--- src/rtl/led_mode_if.sv ---
// Mode scheduler bus: button/auto/mask controls in, selected mode and change strobe out.
interface led_mode_if;
  logic       btn_next;
  logic       auto_en;
  logic [3:0] mode_mask;
  logic [1:0] mode;
  logic       mode_strobe;

  modport master (
    output btn_next,
    output auto_en,
    output mode_mask,
    input  mode,
    input  mode_strobe
  );

  modport slave (
    input  btn_next,
    input  auto_en,
    input  mode_mask,
    output mode,
    output mode_strobe
  );
endinterface

--- src/rtl/led_mode_scheduler.sv ---
// LED pattern mode scheduler: debounced button advance, timed auto-advance,
// and mask-driven skipping/forcing of disabled modes.
module led_mode_scheduler #(
  parameter int unsigned DWELL_CYCLES    = 10000,
  parameter int unsigned DEBOUNCE_CYCLES = 16
) (
  input  logic        clk,
  input  logic        rst,
  led_mode_if.slave   bus
);

  localparam int unsigned DbW = (DEBOUNCE_CYCLES > 1) ? $clog2(DEBOUNCE_CYCLES + 1) : 1;
  localparam int unsigned DwW = (DWELL_CYCLES > 1) ? $clog2(DWELL_CYCLES) : 1;

  localparam logic [DbW-1:0] DbLast = DbW'(DEBOUNCE_CYCLES - 1);
  localparam logic [DwW-1:0] DwLast = DwW'(DWELL_CYCLES - 1);

  localparam logic [1:0] StIdle      = 2'd0;
  localparam logic [1:0] StArming    = 2'd1;
  localparam logic [1:0] StPressed   = 2'd2;
  localparam logic [1:0] StReleasing = 2'd3;

  // Button synchronizer
  logic sync1_q, btn_s;

  always_ff @(posedge clk or posedge rst) begin
    if (rst) begin
      sync1_q <= 1'b0;
      btn_s   <= 1'b0;
    end else begin
      sync1_q <= bus.btn_next;
      btn_s   <= sync1_q;
    end
  end

  // Debounce FSM
  logic [1:0]     st_q, st_d;
  logic [DbW-1:0] cnt_q, cnt_d;
  logic           press_q, press_d;

  always_comb begin
    st_d    = st_q;
    cnt_d   = cnt_q;
    press_d = 1'b0;
    case (st_q)
      StIdle: begin
        if (btn_s) begin
          if (DEBOUNCE_CYCLES <= 1) begin
            st_d    = StPressed;
            press_d = 1'b1;
            cnt_d   = '0;
          end else begin
            st_d  = StArming;
            cnt_d = DbW'(1);
          end
        end
      end
      StArming: begin
        if (!btn_s) begin
          st_d  = StIdle;
          cnt_d = '0;
        end else if (cnt_q >= DbLast) begin
          // The sample that brings the count to DEBOUNCE_CYCLES accepts the press
          st_d    = StPressed;
          press_d = 1'b1;
          cnt_d   = '0;
        end else begin
          cnt_d = cnt_q + DbW'(1);
        end
      end
      StPressed: begin
        if (!btn_s) begin
          if (DEBOUNCE_CYCLES <= 1) begin
            st_d  = StIdle;
            cnt_d = '0;
          end else begin
            st_d  = StReleasing;
            cnt_d = DbW'(1);
          end
        end
      end
      StReleasing: begin
        if (btn_s) begin
          // Bounce during release: back to held, no new request
          st_d  = StPressed;
          cnt_d = '0;
        end else if (cnt_q >= DbLast) begin
          st_d  = StIdle;
          cnt_d = '0;
        end else begin
          cnt_d = cnt_q + DbW'(1);
        end
      end
      default: begin
        st_d  = StIdle;
        cnt_d = '0;
      end
    endcase
  end

  always_ff @(posedge clk or posedge rst) begin
    if (rst) begin
      st_q    <= StIdle;
      cnt_q   <= '0;
      press_q <= 1'b0;
    end else begin
      st_q    <= st_d;
      cnt_q   <= cnt_d;
      press_q <= press_d;
    end
  end

  // Next enabled mode search and advance decision
  logic [1:0] mode_q, next_mode, cand;
  logic       found, forced, auto_req, advance, strobe_q;
  logic [DwW-1:0] dwell_q, dwell_d;

  always_comb begin
    found     = 1'b0;
    next_mode = mode_q;
    cand      = mode_q;
    // Descending scan so the smallest offset wins
    for (int k = 3; k >= 1; k--) begin
      cand = mode_q + 2'(k);
      if (bus.mode_mask[cand]) begin
        found     = 1'b1;
        next_mode = cand;
      end
    end
  end

  assign auto_req = bus.auto_en && (dwell_q >= DwLast);
  assign forced   = !bus.mode_mask[mode_q] && (bus.mode_mask != 4'b0000);
  assign advance  = found && (press_q || auto_req || forced);

  always_comb begin
    if (advance || !bus.auto_en || auto_req) begin
      dwell_d = '0;
    end else begin
      dwell_d = dwell_q + DwW'(1);
    end
  end

  always_ff @(posedge clk or posedge rst) begin
    if (rst) begin
      mode_q   <= 2'b00;
      strobe_q <= 1'b0;
      dwell_q  <= '0;
    end else begin
      strobe_q <= advance;
      dwell_q  <= dwell_d;
      if (advance) begin
        mode_q <= next_mode;
      end
    end
  end

  assign bus.mode        = mode_q;
  assign bus.mode_strobe = strobe_q;

endmodule

--- src/flat_wrapper.sv ---
// flat-port wrapper written by rule: the top's interface ports become plain ports
module led_mode_scheduler_flat 
#(
  parameter int unsigned DWELL_CYCLES    = 10000,
  parameter int unsigned DEBOUNCE_CYCLES = 16
)
  (clk, rst, bus_btn_next, bus_auto_en, bus_mode_mask, bus_mode, bus_mode_strobe);
  led_mode_if bus_i ();
  input  logic clk;
  input  logic rst;
  input wire logic [$bits(bus_i.btn_next)-1:0] bus_btn_next;
  input wire logic [$bits(bus_i.auto_en)-1:0] bus_auto_en;
  input wire logic [$bits(bus_i.mode_mask)-1:0] bus_mode_mask;
  output wire logic [$bits(bus_i.mode)-1:0] bus_mode;
  output wire logic [$bits(bus_i.mode_strobe)-1:0] bus_mode_strobe;
  assign bus_i.btn_next = bus_btn_next;
  assign bus_i.auto_en = bus_auto_en;
  assign bus_i.mode_mask = bus_mode_mask;
  assign bus_mode = bus_i.mode;
  assign bus_mode_strobe = bus_i.mode_strobe;
  led_mode_scheduler #(.DWELL_CYCLES(DWELL_CYCLES), .DEBOUNCE_CYCLES(DEBOUNCE_CYCLES)) u_core (.clk(clk), .rst(rst), .bus(bus_i));
endmodule
--- config.mk ---
export PLATFORM = sky130hd
export DESIGN_NAME = led_mode_scheduler_flat
export DESIGN_NICKNAME = d
export VERILOG_FILES = /design/src/rtl/led_mode_if.sv /design/src/rtl/led_mode_scheduler.sv /design/src/flat_wrapper.sv
export SDC_FILE = /design/constraint.sdc
export NUM_CORES = 1
export LEC_CHECK = 0
export BUFFER_PORTS_ARGS = -buffer_cell sky130_fd_sc_hd__buf_2
export CAP_MARGIN = 20
export CORE_AREA = 10 10 61 63
export CTS_CLUSTER_DIAMETER = 150
export CTS_CLUSTER_SIZE = 14
export DETAILED_ROUTE_END_ITERATION = 10
export DIE_AREA = 0 0 71 73
export PLACE_DENSITY = 0.74
export SYNTH_ARGS = -nofsm -noshare
export SYNTH_HDL_FRONTEND = slang
export SYNTH_SLANG_ARGS = --single-unit
--- constraint.sdc ---
create_clock -name clk -period 2 [get_ports clk]
set_input_delay 0.3 -clock clk [delete_from_list [all_inputs] [get_ports clk]]
set_output_delay 0.3 -clock clk [all_outputs]
set_load 0.05 [all_outputs]
-- After elaboration in Yosys (flattened, before gate mapping)
Index checks and enable logic that the tools add are counted.
- memory bits (read-only): 0
- bits in registers: 27
- word-level logic and storage cells: 72
- output and inout port bits: 3
- latch bits: 0
- RAM bits: 0
- input bits: 8
- memories kept: 0
- divide/modulo/power cells: 0
- eq/ne operators: 7
- order comparisons: 6
- shift operators: 0
- bitwise logic cells: 0
- reductions and logical operators: 15
- add/subtract/negate cells: 5
- multipliers: 0
- multiplexer cells: 31
- operators by type and width (operator ; number):
    $mux 5 ; 5
    $pmux 5 s4 ; 1
    $mux 2 ; 9
    $add 14x1->14 const B ; 1
    $ge 14x14->1 const B ; 1
    $mux 14 ; 1
    $lt 2x3->1 const B ; 4
    $mux 1 ; 10
    $bmux 1 s2 ; 4
    $pmux 2 s4 ; 1
    $add 5x1->5 const B ; 1
    $ge 5x4->1 const B ; 1
    $add 2x2->2 const B ; 2
    $eq 2x2->1 const B ; 2
    $logic_or 1x1->1 ; 4
    $reduce_and 2->1 ; 2
    $reduce_and 4->1 ; 1
    $reduce_bool 4->1 ; 1
    $logic_and 1x1->1 ; 3
    $ne 3x1->1 const B ; 1
    $ne 3x3->1 const B ; 1
    $reduce_bool 3->1 ; 1
    $add 2x1->2 const B ; 1
    $eq 2x1->1 const B ; 1
    4 further kinds ; 5

-- Depth between registers and ports, before layout
Gate-level depths: netlist (run 1).
- word-level depth: 10
- gate-level depth with buffers: 8
- gate-level depth less buffers: 8

-- Worst setup path before layout (run 1)
Ideal clock, no wire load.
- path kind: reg-to-reg
- from: reg u_core.mode_q[0], in the netlist u_core.bus.mode[0]
- to: reg u_core.dwell_q[9]
- cell stages (with the launch flop): 8
- slack: 0.143 ns
- path buffers: 2
- arrival time: 1.785 ns
- clock period less this slack: 1.857 ns
- setup time: 0.071 ns
- cells stage by stage: dfrtp_1 > buf_4 > mux2i_1 > a32oi_1 > o2bb2ai_1 > o211ai_2 > buf_4 > nor2_1
- cells in the longest elaborated chain, start to end: 10
- RTL lines (what ; RTL line ; source):
    start: declaration ; led_mode_scheduler.sv:114 ; logic [1:0] mode_q, next_mode, cand;
    start signal: assignment ; led_mode_scheduler.sv:153 ; mode_q <= next_mode;
    $add 2x2->2 ; led_mode_scheduler.sv:124 ; cand = mode_q + 2'(k);
    $bmux 1 s2 ; led_mode_scheduler.sv:125 ; if (bus.mode_mask[cand]) begin
    $mux 1 (implied by the code) ; led_mode_scheduler.sv:125 ;
    $mux 1 (3 in a row) ; led_mode_scheduler.sv:125 ;
    $logic_and 1x1->1 * ; led_mode_scheduler.sv:134 ; assign advance = found && (press_q || auto_req || forced);
    $logic_or 1x1->1 * (2 in a row) ; led_mode_scheduler.sv:137 ; if (advance || !bus.auto_en || auto_req) begin
    $mux 14 * ; led_mode_scheduler.sv:137 ;
    net u_core.dwell_d[9] ; led_mode_scheduler.sv:116 ; logic [DwW-1:0] dwell_q, dwell_d;
    end signal: assignment ; led_mode_scheduler.sv:151 ; dwell_q <= dwell_d;
    end: declaration ; led_mode_scheduler.sv:116 ;
The timed path passes the listed nets; every way through them passes the cells marked *. The select of a mux whose other input is x is not followed.
A chain may end at the register's enable or synchronous reset.

==> impl_metrics.tcl, run 1 <==
set metrics [dict create \
    drive_gt1_frac 0.185 \
    timing.slew.headroom 0.742 \
    clockRootBuffer "clkbuf_4" \
    die-area_sq_um 5180 \
    num_rows 19 \
    pwr-share-clk 0.161 \
    ys_warn_count 0 \
    hold_path.class "in -> async" \
    crit_path_start_kind "flop" \
    clkTransAtPathRegs_ns 0.14 \
    syn_nets 153 \
    gp_congestion 0.889 \
    detail-route-antenna-nets 0 \
    vias 1079 \
    outcome "completed" \
    worst_pin_slew_ns 0.384 \
    synth_edf_count 0 \
    cp.arrival_ns 2.07 \
    maxSlewViolCount 0 \
    cts-buffers-inserted 3 \
    critPathRequiredTime_ns 2.22 \
    path_max_fanout 4 \
    post_dp_cell_area_sq_um 1480 \
    fin_area_sq_um 1520 \
    wl_um 2650 \
    grt_pass1_vias 1031 \
    seqPwrFrac 0.471 \
    ys.flop_type "dfrtp_1" \
    yosysSeqAreaShare 0.484 \
    core_sq_um 2620 \
    slowest_stage "dfrtp_1" \
    path_class "reg -> reg" \
    drt-pass1-iter-count 4 \
    min_period_ns 1.85 \
    synthToLayoutAreaGrowth_pct 8.78 \
    slowest_delay_ns 0.44 \
    setup_viol 0 \
    clockBufferDepth 2 \
    fmax_mhz 539 \
    first_iter_violations 79 \
    dp_cells 183 \
    die_h_um 73 \
    antenna_found_initial 0 \
    hold_viol 0 \
    grt_setup_unrepaired "no" \
    avgViaCountPerCell 5.74 \
    routedWlPerCell_um 14.1 \
    peakVddDrop_v 0.000662 \
    netSwitchingFraction 0.390 \
    tns_ns 0 \
    cts_tree "done" \
    grt_util_all_layers 0.107 \
    cts.sinks 27 \
    cap_violations 0 \
    dp_hpwl_um 1960 \
    gr-total-overflow 0 \
    final_nets 169 \
    ff2ff_path_depth 7 \
    syn_avg_cell_area_sq_um 9.83 \
    period_share 0.927 \
    synth_area_sq_um 1400 \
    yosysUniqueCellTypes 40 \
    antenna_cells 0 \
    p_leak_nw 0.668 \
    regToRegSetupSlack_ns 0.15 \
    whs_ns 0.0000389 \
    power.density_nw_per_um2 942 \
    internal-power_mw 0.873 \
    port_buffers 10 \
    utilization 0.581 \
    grt_max_degree 28 \
    drcViolationCount 0 \
    ys_seq_elements 27 \
    synthCells 142 \
    die_x_um 71 \
    initial_core_util 0.534 \
    fin_worst_skew_ns 0.00444 \
    clock_latency_ns 0.32 \
    end_kind "flop" \
    fillCellCount 214 \
    cts_max_level 1 \
    p_sw_mw 0.557 \
    io_pins 11 \
    combPwrFrac 0.368 \
    crit_chain "ha_1, and3_1, ha_1, nor2_1, nand2_1, nand2_1, mux2_2" \
    grt_pass1_wl_um 4620 \
    final_cells 188 \
    synthArstFlopShare 1.00 \
    r2r_start "u_core.cnt_q[1]$_DFFE_PP0P_" \
]
critical path, delay by kind of cell (launching register included):
family / cells / cell delay (ns)
fa+ha+maj: 2 / 0.43
flops: 1 / 0.44
mux: 1 / 0.35
simple gates: 4 / 0.54
cells in the mapped netlist (2+ instances only):
library cell / n / share of area
a211oi_1: 2 / 0.011
a21oi_1: 4 / 0.014
a22o_1: 2 / 0.013
a31oi_1: 2 / 0.0090
and2_1: 2 / 0.0090
and3_1: 3 / 0.013
buf_4: 2 / 0.011
dfrtp_1: 27 / 0.48
ha_1: 3 / 0.027
inv_1: 5 / 0.013
mux2_2: 2 / 0.016
nand2_1: 11 / 0.030
nand2b_1: 2 / 0.0090
nand3_1: 2 / 0.0072
nand4_1: 5 / 0.022
nor2_1: 29 / 0.078
o21ai_0: 5 / 0.018
xnor2_1: 7 / 0.044
xor2_1: 6 / 0.038
area by class of cell:
cell class	count	area [sq um]	area share
repair buffers	14	80.1	0.0527
flip-flops and latches	27	676	0.445
clock buffers	3	22.5	0.0148
well taps	31	38.8	0.0255
inverters	5	18.8	0.0124
multi-input cells	107	678	0.446
clock inverters	1	5.00	0.00329
cell families after synthesis:
group,share of synthesized area
AO/OA/AOI/OAI,0.127
multiplexers,0.0233
buffers and inverters,0.0323
flip-flops,0.484
adder cells (fa/ha/maj),0.0269
XOR/XNOR,0.0815
AND/OR/NAND/NOR,0.225
cells in the final DEF (no fill, tap or decap), types with 3 or more instances in the layout:
cell	Yosys	final
xor2_1	6	6
nor2_1	29	28
buf_4	2	4
buf_2	0	10
a21oi_1	4	4
o21ai_0	5	5
nand4_1	5	5
dfrtp_1	27	27
and3_1	3	3
xnor2_1	7	7
ha_1	3	3
nand2_1	11	11
clkbuf_4	0	3
inv_1	5	5
repair_timing:
item | 4_1_cts | 5_1_grt
hold buffers | 0 | 0
setup buffers | 0 | 1
gates resized for setup | 0 | 1
endpoints found under the hold margin | 0 | 0
endpoints found under the setup margin | 0 | 2
power groups by stage:
stage / Sequential [mW] / Combinational [mW] / Clock (mW)
floorplan: 0.761 / 0.344 / 0
global placement: 0.679 / 0.504 / 0
detailed placement: 0.684 / 0.524 / 0
CTS: 0.673 / 0.525 / 0.245
global route: 0.683 / 0.584 / 0.260
finish: 0.673 / 0.526 / 0.231
sequential cells by signal (all words and copies together) (netlist names), named ones only:
name,flops
u_core.btn_s,1
u_core.bus.mode,2
u_core.bus.mode_strobe,1
u_core.cnt_q,5
u_core.dwell_q,14
u_core.press_q,1
u_core.st_q,1
u_core.sync1_q,1
how the worst max path moves through the flow:
stage                                   startpoint                              to  cells after the start
finish                 u_core.cnt_q[1]$_DFFE_PP0P_                            flop                      7
global route           u_core.cnt_q[0]$_DFFE_PP0P_                            flop                      7
CTS                    u_core.cnt_q[0]$_DFFE_PP0P_                            flop                      7
floorplan           u_core.bus.mode[0]$_DFFE_PP0P_     u_core.dwell_q[9]$_DFF_PP0_                      7
detailed placement     u_core.cnt_q[0]$_DFFE_PP0P_                            flop                      7
global placement       u_core.dwell_q[0]$_DFF_PP0_  u_core.bus.mode[1]$_DFFE_PP0P_                      6
per-layer routing:
metal	share of wire	vias up	GRT usage	routed length, um
met4	0.015	0	0.0581	39
met1	0.47	522	0.132	1260
li1	-	525	-	-
met5	0	-	0	0
met3	0.047	6	0.0231	125
met2	0.46	26	0.169	1230
stage by stage:
stage / power [mW] / worst slack, ns
floorplan: 1.11 / 0.143
finish: 1.43 / 0.146
detailed placement: 1.21 / 0.165
global route: 1.53 / 0.00596
global placement: 1.18 / 0.242
CTS: 1.44 / 0.144
No activity file was read; power rests on OpenSTA's default activity.
==> run 2, diff against run 1 <==
--- a/config.mk
+++ b/config.mk
@@ -13,6 +13,7 @@
 export DETAILED_ROUTE_END_ITERATION = 10
 export DIE_AREA = 0 0 71 73
 export PLACE_DENSITY = 0.74
+export RECOVER_POWER = 25
 export SYNTH_ARGS = -nofsm -noshare
 export SYNTH_HDL_FRONTEND = slang
 export SYNTH_SLANG_ARGS = --single-unit
==> run 2 against run 1 <==
Net effect:
- sequential power hardly changed
- clock skew stayed put
- routed wire length barely moved
- via count did not move
- non-clock buffer count unchanged
==> impl_metrics.tcl, run 2 (synthesized netlist as in run 1, its figures left out) <==
set metrics [dict create \
    outcome "completed" \
    crit_path_start_kind "flop" \
    end_kind "flop" \
    fin_area_sq_um 1520 \
    initial_core_util 0.534 \
    detail-route-antenna-nets 0 \
    io_pins 11 \
    dp_cells 183 \
    worst_pin_slew_ns 1.35 \
    clockBufferDepth 2 \
    wl_um 2650 \
    fillCellCount 214 \
    gr-total-overflow 0 \
    drive_gt1_frac 0.178 \
    cts-buffers-inserted 3 \
    grt_max_degree 28 \
    port_buffers 10 \
    avgViaCountPerCell 5.74 \
    antenna_found_initial 0 \
    clkTransAtPathRegs_ns 0.14 \
    grt_setup_unrepaired "no" \
    final_cells 188 \
    fin_worst_skew_ns 0.00444 \
    tns_ns 0 \
    maxSlewViolCount 0 \
    top_register "u_core.dwell_q" \
    setup_viol 0 \
    critPathRequiredTime_ns 2.22 \
    power.density_nw_per_um2 944 \
    vias 1079 \
    hold_path.class "in -> reg" \
    dp_hpwl_um 1960 \
    drt-pass1-iter-count 4 \
    final_nets 169 \
    die_x_um 71 \
    peakVddDrop_v 0.000662 \
    cts.sinks 27 \
    clockRootBuffer "clkbuf_4" \
    hold_viol 0 \
    post_dp_cell_area_sq_um 1480 \
    gp_congestion 0.889 \
    grt_util_all_layers 0.107 \
    cts_tree "done" \
    largest_reg_flops 14 \
    routedWlPerCell_um 14.1 \
    core_sq_um 2620 \
    min_period_ns 1.85 \
    final_common_cell "nor2_1" \
    clock_latency_ns 0.32 \
    postCtsHoldBufs 0 \
    p_leak_nw 0.665 \
    first_iter_violations 79 \
    num_rows 19 \
    antenna_cells 0 \
    cap_violations 0 \
    period_share 0.927 \
    die-area_sq_um 5180 \
    grt_pass1_vias 1031 \
    path_class "reg -> reg" \
    grt_pass1_wl_um 4620 \
    synthToLayoutAreaGrowth_pct 8.51 \
    fmax_mhz 539 \
    path_max_fanout 4 \
    power_mw 1.43 \
    layout_common_cells "nor2_1, dfrtp_1, nand2_1, buf_2, xnor2_1" \
    die_h_um 73 \
    timing.slew.headroom 0.0973 \
    cp.arrival_ns 2.07 \
    drcViolationCount 0 \
    cts_max_level 1 \
]
-- run 2: cell count changes in the layout (fill, tap and decap cells not counted), sizes merged --
cell / delta
buf: -1
clkbuf: +1
-- run 2: critical path, stage by stage, from the launching register on --
cell     delay (ns)
dfrtp_1        0.44
ha_1           0.24
and3_1         0.20
ha_1           0.19
nor2_1         0.13
nand2_1        0.09
nand2_1        0.12
mux2_2         0.35
-- run 2: worst paths after layout --
| kind | start | end | slack [ns] | depth (start not counted) |
|---|---|---|---|---|
| min in group asynchronous | rst | u_core.dwell_q[5]$_DFF_PP0_ | 0.40 | 3 |
| max | u_core.cnt_q[1]$_DFFE_PP0P_ | flop | 0.15 | 7 |
| min | bus_btn_next | u_core.sync1_q$_DFF_PP0_ | 0.07 | 1 |
| max in group asynchronous | rst | u_core.cnt_q[0]$_DFFE_PP0P_ | 0.82 | 3 |
| min reg2reg | u_core.sync1_q$_DFF_PP0_ | u_core.btn_s$_DFF_PP0_ | 0.36 | 0 |
| max reg2reg | u_core.cnt_q[1]$_DFFE_PP0P_ | flop | 0.15 | 7 |
-- run 2: area by class of cell --
cell class | instances | area (sq um) | share of cell area
multi-input combinational | 107 | 678 | 0.448
sequential | 27 | 676 | 0.446
timing repair buffer | 14 | 76.3 | 0.0504
tap | 31 | 38.8 | 0.0256
clock buffer | 3 | 22.5 | 0.0149
inverter | 5 | 18.8 | 0.0124
clock inverter | 1 | 5.00 | 0.00330
-- run 2: where the power goes --
group          switching, mW  total [mW]  internal [mW]
Sequential            0.0691       0.673          0.604
Combinational          0.332       0.525          0.193
Clock                  0.156       0.231         0.0750
Total                  0.557        1.43          0.872
-- run 2: what timing repair did --
| item | CTS | global route |
|---|---|---|
| buffers inserted | 0 | 1 |
| setup endpoints to repair | 0 | 2 |
| resized for setup | 0 | 1 |
-- run 2: per-layer routing --
metal	vias to the layer above	wire [um]	global-route usage	part of all wire
met2	26	1230	0.169	0.46
met5	-	0	0	0
met4	0	39	0.0581	0.015
met3	6	125	0.0231	0.047
li1	525	-	-	-
met1	522	1260	0.132	0.47
-- run 2: per-stage QoR --
stage | utilization | hold slack, ns | worst slack, ns
finish | 0.579 | 0.0740 | 0.146
global route | 0.579 | 0.0600 | 0.00596
CTS | 0.577 | 0.00190 | 0.144
detailed placement | 0.567 | 0.336 | 0.165
global placement | 0.567 | 0.335 | 0.242
floorplan | - | 0.331 | 0.143
==> run 3, diff against run 2 <==
--- a/config.mk
+++ b/config.mk
@@ -7,13 +7,15 @@
 export LEC_CHECK = 0
 export BUFFER_PORTS_ARGS = -buffer_cell sky130_fd_sc_hd__buf_2
 export CAP_MARGIN = 20
-export CORE_AREA = 10 10 61 63
+export CORE_AREA = 10 10 66 57
 export CTS_CLUSTER_DIAMETER = 150
 export CTS_CLUSTER_SIZE = 14
 export DETAILED_ROUTE_END_ITERATION = 10
-export DIE_AREA = 0 0 71 73
-export PLACE_DENSITY = 0.74
+export DIE_AREA = 0 0 76 67
+export MAX_ROUTING_LAYER = met4
+export PLACE_DENSITY = 0.76
 export RECOVER_POWER = 25
 export SYNTH_ARGS = -nofsm -noshare
 export SYNTH_HDL_FRONTEND = slang
 export SYNTH_SLANG_ARGS = --single-unit
+export TNS_END_PERCENT = 1
==> run 3 against run 2 <==
Net effect:
- core utilization is 4.9 points higher
- critical path type unchanged
- sequential power is essentially flat
- combinational power down 2%
- clock power barely moved
- worst setup slack better by 0.0015 ns
- highest routed layer unchanged
- sequential share of layout area fell by 0.18 points
==> impl_metrics.tcl, run 3 (synthesized netlist as in run 1, its figures left out) <==
set metrics [dict create \
    path_max_fanout 5 \
    maxSlewViolCount 0 \
    setup_viol 0 \
    final_cells 193 \
    gr-total-overflow 0 \
    grt_setup_unrepaired "no" \
    power_mw 1.42 \
    fin_worst_skew_ns 0.0122 \
    num_rows 16 \
    core_sq_um 2420 \
    final_nets 169 \
    worst_slack_ns 0.147 \
    grt_max_degree 28 \
    layout_common_cells "nor2_1, dfrtp_1, nand2_1, buf_2, xnor2_1" \
    cts-buffers-inserted 3 \
    die_h_um 67 \
    cts.sinks 27 \
    timing.slew.headroom 0.571 \
    antenna_cells 0 \
    cap_violations 0 \
    drcViolationCount 0 \
    clockBufferDepth 2 \
    dp_hpwl_um 1860 \
    synthToLayoutAreaGrowth_pct 8.96 \
    largest_reg_flops 14 \
    wl_um 2510 \
    clkTransAtPathRegs_ns 0.14 \
    path_class "reg -> reg" \
    utilization 0.628 \
    antenna_found_initial 0 \
    end_kind "flop" \
    min_period_ns 1.85 \
    port_buffers 10 \
    clockRootBuffer "clkbuf_4" \
    pre_cts_slack_ns 0.178 \
    cts_tree "done" \
    clock_latency_ns 0.32 \
    tns_ns 0 \
    io_pins 11 \
    grt_pass1_wl_um 4370 \
    vias 1066 \
    grt_util_all_layers 0.107 \
    routedWlPerCell_um 13.0 \
    drt-pass1-iter-count 4 \
    initial_core_util 0.576 \
    postCtsSetupBuffers 0 \
    whs_ns 0.0778 \
    fmax_mhz 540 \
    dp_cells 188 \
    crit_path_start_kind "flop" \
    peakVddDrop_v 0.000577 \
    cts_max_level 1 \
    drive_gt1_frac 0.166 \
    die_x_um 76 \
    fillCellCount 209 \
    grt_pass1_vias 1020 \
    p_leak_nw 0.664 \
    post_dp_cell_area_sq_um 1490 \
    critPathRequiredTime_ns 2.22 \
    gp_congestion 0.841 \
    top_register "u_core.dwell_q" \
    period_share 0.926 \
    outcome "completed" \
    first_iter_violations 61 \
    hold_viol 0 \
    fin_area_sq_um 1520 \
    avgViaCountPerCell 5.52 \
    die-area_sq_um 5090 \
    final_common_cell "nor2_1" \
    hold_path.class "in -> reg" \
    worst_pin_slew_ns 0.643 \
    cp.arrival_ns 2.07 \
    detail-route-antenna-nets 0 \
    power.density_nw_per_um2 932 \
]
-- run 3: cell types whose count changed in the layout (fill, tap and decap cells not counted) --
cell / before / now
buf_4: 3 / 2
dlygate4sd3_1: 0 / 1
clkbuf_2: 0 / 1
nor2_1: 28 / 29
nor2_2: 1 / 0
clkinv_2: 1 / 0
-- run 3: repair_timing --
action / 4_1_cts / 5_1_grt
hold endpoints to repair: 2 / 0
gates resized for setup: 0 / 0
hold buffers: 1 / 0
-- run 3: layout make-up --
cell class	count	area, sq um	share of cell area
flip-flops and latches	27	676	0.444
multi-input cells	107	676	0.444
repair buffers	14	80.1	0.0526
well taps	36	45.0	0.0296
clock buffers	4	26.3	0.0173
inverters	5	18.8	0.0123
-- run 3: critical path, cell delays in order (launching register included) --
cell	delay, ns
dfrtp_1	0.45
ha_1	0.24
and3_1	0.19
ha_1	0.19
nor2_1	0.14
nand2_1	0.09
nand2_1	0.11
mux2_2	0.33
-- run 3: final timing paths --
kind,startpoint,endpoint,slack [ns],cells past startpoint
worst max-delay path,u_core.cnt_q[0]$_DFFE_PP0P_,flop,0.15,7
worst min-delay path,bus_btn_next,u_core.sync1_q$_DFF_PP0_,0.08,1
worst max register to register,u_core.cnt_q[0]$_DFFE_PP0P_,flop,0.15,7
worst min register to register,u_core.sync1_q$_DFF_PP0_,u_core.btn_s$_DFF_PP0_,0.37,0
max in group asynchronous,rst,u_core.dwell_q[3]$_DFF_PP0_,0.90,4
min in group asynchronous,rst,u_core.cnt_q[0]$_DFFE_PP0P_,0.67,4
-- run 3: report_power, final --
group,leakage [nW],switching (mW),total [mW],internal [mW]
clock network,0.0150,0.151,0.229,0.0781
logic,0.290,0.323,0.513,0.191
registers,0.359,0.0710,0.675,0.604
total,0.664,0.545,1.42,0.873
-- run 3: layer usage --
metal | share of wire | GRT usage | wire length [um] | up-vias
li1 | - | - | - | 523
met1 | 0.49 | 0.120 | 1220 | 507
met2 | 0.45 | 0.174 | 1130 | 30
met3 | 0.044 | 0.0362 | 111 | 6
met4 | 0.016 | 0.0425 | 40 | 0
met5 | 0 | - | 0 | -
